<file path="src/rtl/ga_pkg.sv">
// Shared types and the fitness ordering used by the tournament buffer.
package ga_pkg;

  // Widest fitness the comparison helper accepts; callers zero-extend into it.
  localparam int unsigned FIT_MAX_W = 128;

  typedef logic [FIT_MAX_W-1:0] fit_ext_t;

  typedef enum logic [1:0] {
    ST_FILL,
    ST_EMIT,
    ST_DONE
  } ga_state_e;

  // True when fitness a is strictly better than b under the selected direction.
  function automatic logic fit_better(input logic maximize, input fit_ext_t a, input fit_ext_t b);
    return maximize ? (a > b) : (a < b);
  endfunction

endpackage

</file>
<file path="src/rtl/ga_winner_mem.sv">
// Winner slot storage: one write port, one read port with a registered output.
module ga_winner_mem #(
  parameter int unsigned DEPTH  = 16,
  parameter int unsigned ADDR_W = 4,
  parameter int unsigned DATA_W = 67
) (
  input  logic              clk_i,
  input  logic              rst_i,
  input  logic              wr_en_i,
  input  logic [ADDR_W-1:0] wr_addr_i,
  input  logic [DATA_W-1:0] wr_data_i,
  input  logic              rd_en_i,
  input  logic [ADDR_W-1:0] rd_addr_i,
  output logic [DATA_W-1:0] rd_data_o
);

  logic [DATA_W-1:0] mem_q [DEPTH];
  logic [DATA_W-1:0] rd_data_q;

  // Storage array write; contents survive reset.
  always_ff @(posedge clk_i) begin
    if (wr_en_i) mem_q[wr_addr_i] <= wr_data_i;
  end

  // Read register holds its value when no read is requested, giving a stable output.
  always_ff @(posedge clk_i or posedge rst_i) begin
    if (rst_i)        rd_data_q <= '0;
    else if (rd_en_i) rd_data_q <= mem_q[rd_addr_i];
  end

  assign rd_data_o = rd_data_q;

endmodule

</file>
<file path="src/rtl/ga_tournament_buf.sv">
// Pairwise tournament buffer: collects a generation, keeps pair winners, streams them out.
module ga_tournament_buf
  import ga_pkg::*;
#(
  parameter int unsigned POP_SIZE      = 32,
  parameter int unsigned CHROM_WIDTH   = 16,
  parameter int unsigned FITNESS_WIDTH = (CHROM_WIDTH + 1) * 3,
  parameter int unsigned GENS          = 100,
  parameter bit          MAXIMIZE      = 1'b0
) (
  input  logic                       clk,
  input  logic                       reset,
  input  logic                       in_valid,
  output logic                       in_ready,
  input  logic [CHROM_WIDTH-1:0]     in_chrom,
  input  logic [FITNESS_WIDTH-1:0]   in_fit,
  output logic                       out_valid,
  input  logic                       out_ready,
  output logic [CHROM_WIDTH-1:0]     out_chrom,
  output logic [FITNESS_WIDTH-1:0]   out_fit,
  output logic [CHROM_WIDTH-1:0]     best_chrom,
  output logic [FITNESS_WIDTH-1:0]   best_fit,
  output logic                       best_valid,
  output logic [$clog2(GENS+1)-1:0]  gen_count,
  output logic                       done
);

  localparam int unsigned SLOTS  = POP_SIZE / 2;
  localparam int unsigned IDX_W  = $clog2(POP_SIZE);
  localparam int unsigned SLOT_W = $clog2(SLOTS);
  localparam int unsigned ENT_W  = CHROM_WIDTH + FITNESS_WIDTH;
  localparam int unsigned GEN_W  = $clog2(GENS + 1);

  ga_state_e                state_q, state_d;
  logic [IDX_W-1:0]         idx_q;
  logic [SLOT_W-1:0]        slot_q;
  logic [CHROM_WIDTH-1:0]   even_chrom_q;
  logic [FITNESS_WIDTH-1:0] even_fit_q;
  logic [CHROM_WIDTH-1:0]   best_chrom_q;
  logic [FITNESS_WIDTH-1:0] best_fit_q;
  logic                     best_valid_q;
  logic [GEN_W-1:0]         gen_q;

  logic             in_fire, out_fire, last_in, last_slot, gen_last, even_wins, new_best;
  logic [GEN_W-1:0] gen_inc;
  logic             wr_en, rd_en;
  logic [SLOT_W-1:0] wr_addr, rd_addr;
  logic [ENT_W-1:0] wr_data, rd_data;

  assign in_fire   = in_valid && in_ready;
  assign out_fire  = out_valid && out_ready;
  assign last_in   = (idx_q == IDX_W'(POP_SIZE - 1));
  assign last_slot = (slot_q == SLOT_W'(SLOTS - 1));
  assign gen_inc   = gen_q + GEN_W'(1);
  assign gen_last  = (gen_inc == GEN_W'(GENS));
  assign even_wins = fit_better(MAXIMIZE, fit_ext_t'(even_fit_q), fit_ext_t'(in_fit));
  assign new_best  = !best_valid_q || fit_better(MAXIMIZE, fit_ext_t'(in_fit), fit_ext_t'(best_fit_q));

  // Odd arrivals settle their pair; slot 0 is prefetched on the final accept so
  // the first winner is presented one cycle later, and each transfer prefetches the next slot.
  assign wr_en   = in_fire && idx_q[0];
  assign wr_addr = idx_q[IDX_W-1:1];
  assign wr_data = even_wins ? {even_chrom_q, even_fit_q} : {in_chrom, in_fit};
  assign rd_en   = (in_fire && last_in) || (out_fire && !last_slot);
  assign rd_addr = (state_q == ST_EMIT) ? slot_q + SLOT_W'(1) : '0;

  ga_winner_mem #(
    .DEPTH (SLOTS),
    .ADDR_W(SLOT_W),
    .DATA_W(ENT_W)
  ) u_mem (
    .clk_i    (clk),
    .rst_i    (reset),
    .wr_en_i  (wr_en),
    .wr_addr_i(wr_addr),
    .wr_data_i(wr_data),
    .rd_en_i  (rd_en),
    .rd_addr_i(rd_addr),
    .rd_data_o(rd_data)
  );

  // State register.
  always_ff @(posedge clk or posedge reset) begin
    if (reset) state_q <= ST_FILL;
    else       state_q <= state_d;
  end

  // Next-state: fill a generation, drain its winners, then refill or stop.
  always_comb begin
    state_d = state_q;
    unique case (state_q)
      ST_FILL: if (in_fire && last_in) state_d = ST_EMIT;
      ST_EMIT: if (out_fire && last_slot) state_d = gen_last ? ST_DONE : ST_FILL;
      ST_DONE: state_d = ST_DONE;
      default: state_d = ST_FILL;
    endcase
  end

  // Handshake and status outputs decoded from state.
  always_comb begin
    in_ready  = (state_q == ST_FILL);
    out_valid = (state_q == ST_EMIT);
    done      = (state_q == ST_DONE);
  end

  // Index, slot pointer, pending even individual, best-ever and generation counter.
  always_ff @(posedge clk or posedge reset) begin
    if (reset) begin
      idx_q        <= '0;
      slot_q       <= '0;
      even_chrom_q <= '0;
      even_fit_q   <= '0;
      best_chrom_q <= '0;
      best_fit_q   <= '0;
      best_valid_q <= 1'b0;
      gen_q        <= '0;
    end else begin
      if (in_fire) begin
        idx_q <= last_in ? '0 : idx_q + IDX_W'(1);
        if (!idx_q[0]) begin
          even_chrom_q <= in_chrom;
          even_fit_q   <= in_fit;
        end
        if (new_best) begin
          best_chrom_q <= in_chrom;
          best_fit_q   <= in_fit;
          best_valid_q <= 1'b1;
        end
        if (last_in) slot_q <= '0;
      end
      if (out_fire) begin
        slot_q <= last_slot ? '0 : slot_q + SLOT_W'(1);
        if (last_slot) gen_q <= gen_inc;
      end
    end
  end

  assign out_chrom  = rd_data[ENT_W-1:FITNESS_WIDTH];
  assign out_fit    = rd_data[FITNESS_WIDTH-1:0];
  assign best_chrom = best_chrom_q;
  assign best_fit   = best_fit_q;
  assign best_valid = best_valid_q;
  assign gen_count  = gen_q;

endmodule

</file>
<file path="config.mk">
export PLATFORM = sky130hd
export DESIGN_NAME = ga_tournament_buf
export DESIGN_NICKNAME = d
export VERILOG_FILES = /design/src/rtl/ga_pkg.sv /design/src/rtl/ga_winner_mem.sv /design/src/rtl/ga_tournament_buf.sv
export SDC_FILE = /design/constraint.sdc
export NUM_CORES = 2
export LEC_CHECK = 0
export BUFFER_PORTS_ARGS = -buffer_cell sky130_fd_sc_hd__buf_2
export CAP_MARGIN = 25
export CORE_MARGIN = 2
export CORE_UTILIZATION = 35
export DETAILED_ROUTE_END_ITERATION = 7
export MAX_ROUTING_LAYER = met4
export PLACE_DENSITY_LB_ADDON = 0.12
export SYNTH_ARGS = -nofsm -noshare
export SYNTH_HDL_FRONTEND = slang
export SYNTH_SLANG_ARGS = --single-unit
</file>
<file path="constraint.sdc">
create_clock -name clk -period 6.3 [get_ports clk]
set_input_delay 0.63 -clock clk [delete_from_list [all_inputs] [get_ports clk]]
set_output_delay 0.63 -clock clk [all_outputs]
set_load 0.02 [all_outputs]
</file>
==> impl_metrics.env <==
export IMPL_syn_inst=4018
export IMPL_synth_edff_count=1072
export IMPL_pre_cts_slack_ns=1.91
export IMPL_hold_depth=2
export IMPL_die_area_um2=158000
export IMPL_tightest_slew_ns=1.11
export IMPL_start_util_pct=35.2
export IMPL_grt_busiest_layer="met2"
export IMPL_hold_start="in_chrom[8]"
export IMPL_ys_seq_area_share_pct=69.5
export IMPL_cpMaxStageDelayCell="dfrtp_4"
export IMPL_antenna_found_initial=7
export IMPL_cts_buffers=146
export IMPL_finalCritPeriodShare_pct=62.9
export IMPL_final_nets=4365
export IMPL_ys_async_sr_fraction_pct=17.0
export IMPL_cp_slowest_stage_delay_ns=0.91
export IMPL_use_met3_pct=2.73
export IMPL_final_core_util_pct=40.6
export IMPL_syn2layout_area_growth_pct=15.3
export IMPL_synth_flop_cell="edfxtp_1"
export IMPL_outcome="completed"
export IMPL_fin_tns_setup_ns=0
export IMPL_holdWs_ns=0.106
export IMPL_grt_ovfl_total=0
export IMPL_clock_latency_ns=0.77
export IMPL_post_drt_wl_per_cell_um=27.0
export IMPL_dpl_hpwl_mm=93.1
export IMPL_ys_seq_elements=1292
export IMPL_reg2reg_to="u_mem.rd_data_o[39]$_DFFE_PP0P_"
export IMPL_synth_area_top_cells="edfxtp_1 (59%), dfrtp_1 (10%), nand2_1 (3.1%)"
export IMPL_drt_first_iter_violations=2577
export IMPL_r2r_setup_slack_ns=2.34
export IMPL_synth_fp_nets=4194
export IMPL_grt_start_max_net_pins=245
export IMPL_slew_headroom_pct=26.1
export IMPL_required_ns=6.92
export IMPL_ir_worst_vdd_v=0.000370
export IMPL_place_gp_congestion=0.778
export IMPL_fmax_mhz=253
export IMPL_power_density_nw_per_um2=492
export IMPL_synth_common_cells="edfxtp_1 (1072), nand2_1 (441), nor2_1 (336), dfrtp_1 (220), a21oi_1 (214)"
export IMPL_grt_use_met1_pct=28.1
export IMPL_drive_above_1_share_pct=15.3
export IMPL_criticalPathCategory="reg2reg"
export IMPL_cts_tree="yes"
export IMPL_cp_start_kind="flip-flop"
export IMPL_leakage_nw=22.7
export IMPL_skew_ns=0.0212
export IMPL_synthDominantAreaCellType="edfxtp_1"
export IMPL_slew_viol_final=0
export IMPL_layoutNonFillerInstCount=6359
export IMPL_dpl_cell_count=6083
export IMPL_ios=216
export IMPL_cp_cell_sequence="nand3_1, xnor2_2, and2_4, buf_4, nand3_1, a31oi_1, a211oi_1"
export IMPL_postRouteAntennaNets=0
export IMPL_hold_violations=0
export IMPL_r2r_cells=7
export IMPL_worst_path_buf_inv=1
export IMPL_dr_pass1_iters=6
export IMPL_core_um2=154000
export IMPL_met2_usage_pct=37.4
export IMPL_synth_cell_type_count=48
export IMPL_yosysMostFrequentCell="edfxtp_1"
export IMPL_fillerInstances=14500
export IMPL_synth_top_area_share_pct=59.4
export IMPL_cts_buffer_depth=3
export IMPL_crit_top_cell="nand3_1"
export IMPL_hold_class="in2reg"
export IMPL_drv_cap=0
export IMPL_timing_final_crit_period_ns=3.96
export IMPL_rsz0062_at_grt="false"
export IMPL_cts_hold_fix_buffers=1
export IMPL_path_clk_slew_ns=0.06
export IMPL_drt_wl_total_mm=172
export IMPL_ys_warn_count=0
export IMPL_critPathMaxFanout=69
export IMPL_vias_per_cell=5.33
export IMPL_die_y_um=398
export IMPL_htreeDepth=4
export IMPL_num_vias=33900
export IMPL_cts_root_buf="clkbuf_16"
export IMPL_setup_viol=0
export IMPL_drc=0
export IMPL_synth_cell_area_um2=54200
export IMPL_portBuffers=215
export IMPL_grtUsageTotal_pct=22.3
export IMPL_syn_avg_cell_area_um2=13.5
export IMPL_clock_sinks=1292
export IMPL_cp_top_family="simple AND/OR/NAND/NOR gates"
export IMPL_rows=144
export IMPL_worstPathArrival_ns=4.58
export IMPL_cts_resized_gates=0
export IMPL_first_global_vias=33900
export IMPL_die_w_um=398
export IMPL_min_to="best_chrom[8]$_DFFE_PP0P_"
export IMPL_setup_slack_ns=2.34
export IMPL_post_cts_buffers=0
export IMPL_grt_pass1_wl_mm=246
export IMPL_timing_rr_start="slot_q[0]$_DFFE_PP0P_"
export IMPL_critPathCaptureType="flip-flop"
==> metrics by stage <==
step                area [um2]  power [mW]
finish                   62500        30.7
global placement         57900        22.8
detailed placement       57900        22.9
floorplan                54200        18.7
global route             62500        32.5
CTS                      62500        31.1
==> logic make-up (layout without fill, tap and decap cells) <==
family          count (synthesis)  in the layout  share of synthesized area (%)
xor+xnor                       10             10                          0.162
other cells                     0              8                              0
buf+inv                       378            667                           2.82
flops                        1292           1292                           69.5
simple gates                 1219           1219                           10.1
compound gates                744            744                           9.41
fa+ha+maj                     105            105                           2.42
mux                           270            270                           5.55
==> worst max path at each step <==
stage	startpoint	end	slack (ns)	cells past startpoint
5_1_grt	slot_q[0]$_DFFE_PP0P_	u_mem.rd_data_o[39]$_DFFE_PP0P_	2.11	7
6_report	slot_q[0]$_DFFE_PP0P_	u_mem.rd_data_o[39]$_DFFE_PP0P_	2.34	7
2_1_floorplan	state_q[0]$_DFFE_PP0P_	u_mem.mem_q[8][0]$_DFFE_PP_	1.37	6
4_1_cts	even_fit_q[18]$_DFFE_PP0P_	u_mem.mem_q[12][35]$_DFFE_PP_	2.32	10
3_5_place_dp	in_fit[18]	u_mem.mem_q[9][35]$_DFFE_PP_	1.91	12
3_3_place_gp	in_fit[18]	u_mem.mem_q[0][35]$_DFFE_PP_	1.45	9
==> layout by cell type (no fill, tap or decap), drive strengths merged, types with 67 or more instances in the layout <==
cell type,Yosys,routed
ha,105,105
and3,73,73
nand3,164,164
buf,82,296
nor2,336,336
inv,104,107
mux2i,117,117
dfrtp,220,220
a31oi,67,67
edfxtp,1072,1072
a21oi,214,214
mux2,153,153
a211oi,143,143
o311ai,134,134
nand2b,157,157
nand2,442,442
o211ai,120,120
clkbuf,192,220
==> cell type report <==
cell class / instances / area [um2] / area share, %
flip-flops and latches: 1292 / 37700 / 60.3
multi-input cells: 2348 / 15200 / 24.3
clock buffers: 220 / 4190 / 6.71
well taps: 2044 / 2560 / 4.09
repair buffers: 297 / 2100 / 3.36
inverters: 104 / 394 / 0.631
clock inverters: 46 / 328 / 0.524
diodes: 8 / 20.0 / 0.0320
==> flip-flops by register name (all words and copies together) (netlist names) <==
name and flops:
best_chrom 16, best_fit 51, best_valid 1, even_chrom_q 16
even_fit_q 51, gen_count 7, idx_q 5, slot_q 4
state_q 2, u_mem.mem_q 1072, u_mem.rd_data_o 67
==> layer usage <==
metal | vias up | wire length [um]
met5 | - | 0
met4 | 0 | 5140
met3 | 264 | 6850
met2 | 816 | 85800
met1 | 17400 | 73900
li1 | 15400 | -
==> report_power, final <==
part | total, mW | switching [mW] | leakage, nW | internal, mW
clock | 8.15 | 3.41 | 2.21 | 4.74
combinational | 11.3 | 7.65 | 8.09 | 3.69
sequential | 11.2 | 0.658 | 12.4 | 10.6
total | 30.7 | 11.7 | 22.7 | 19.0
(Power assumes the default switching activity.)
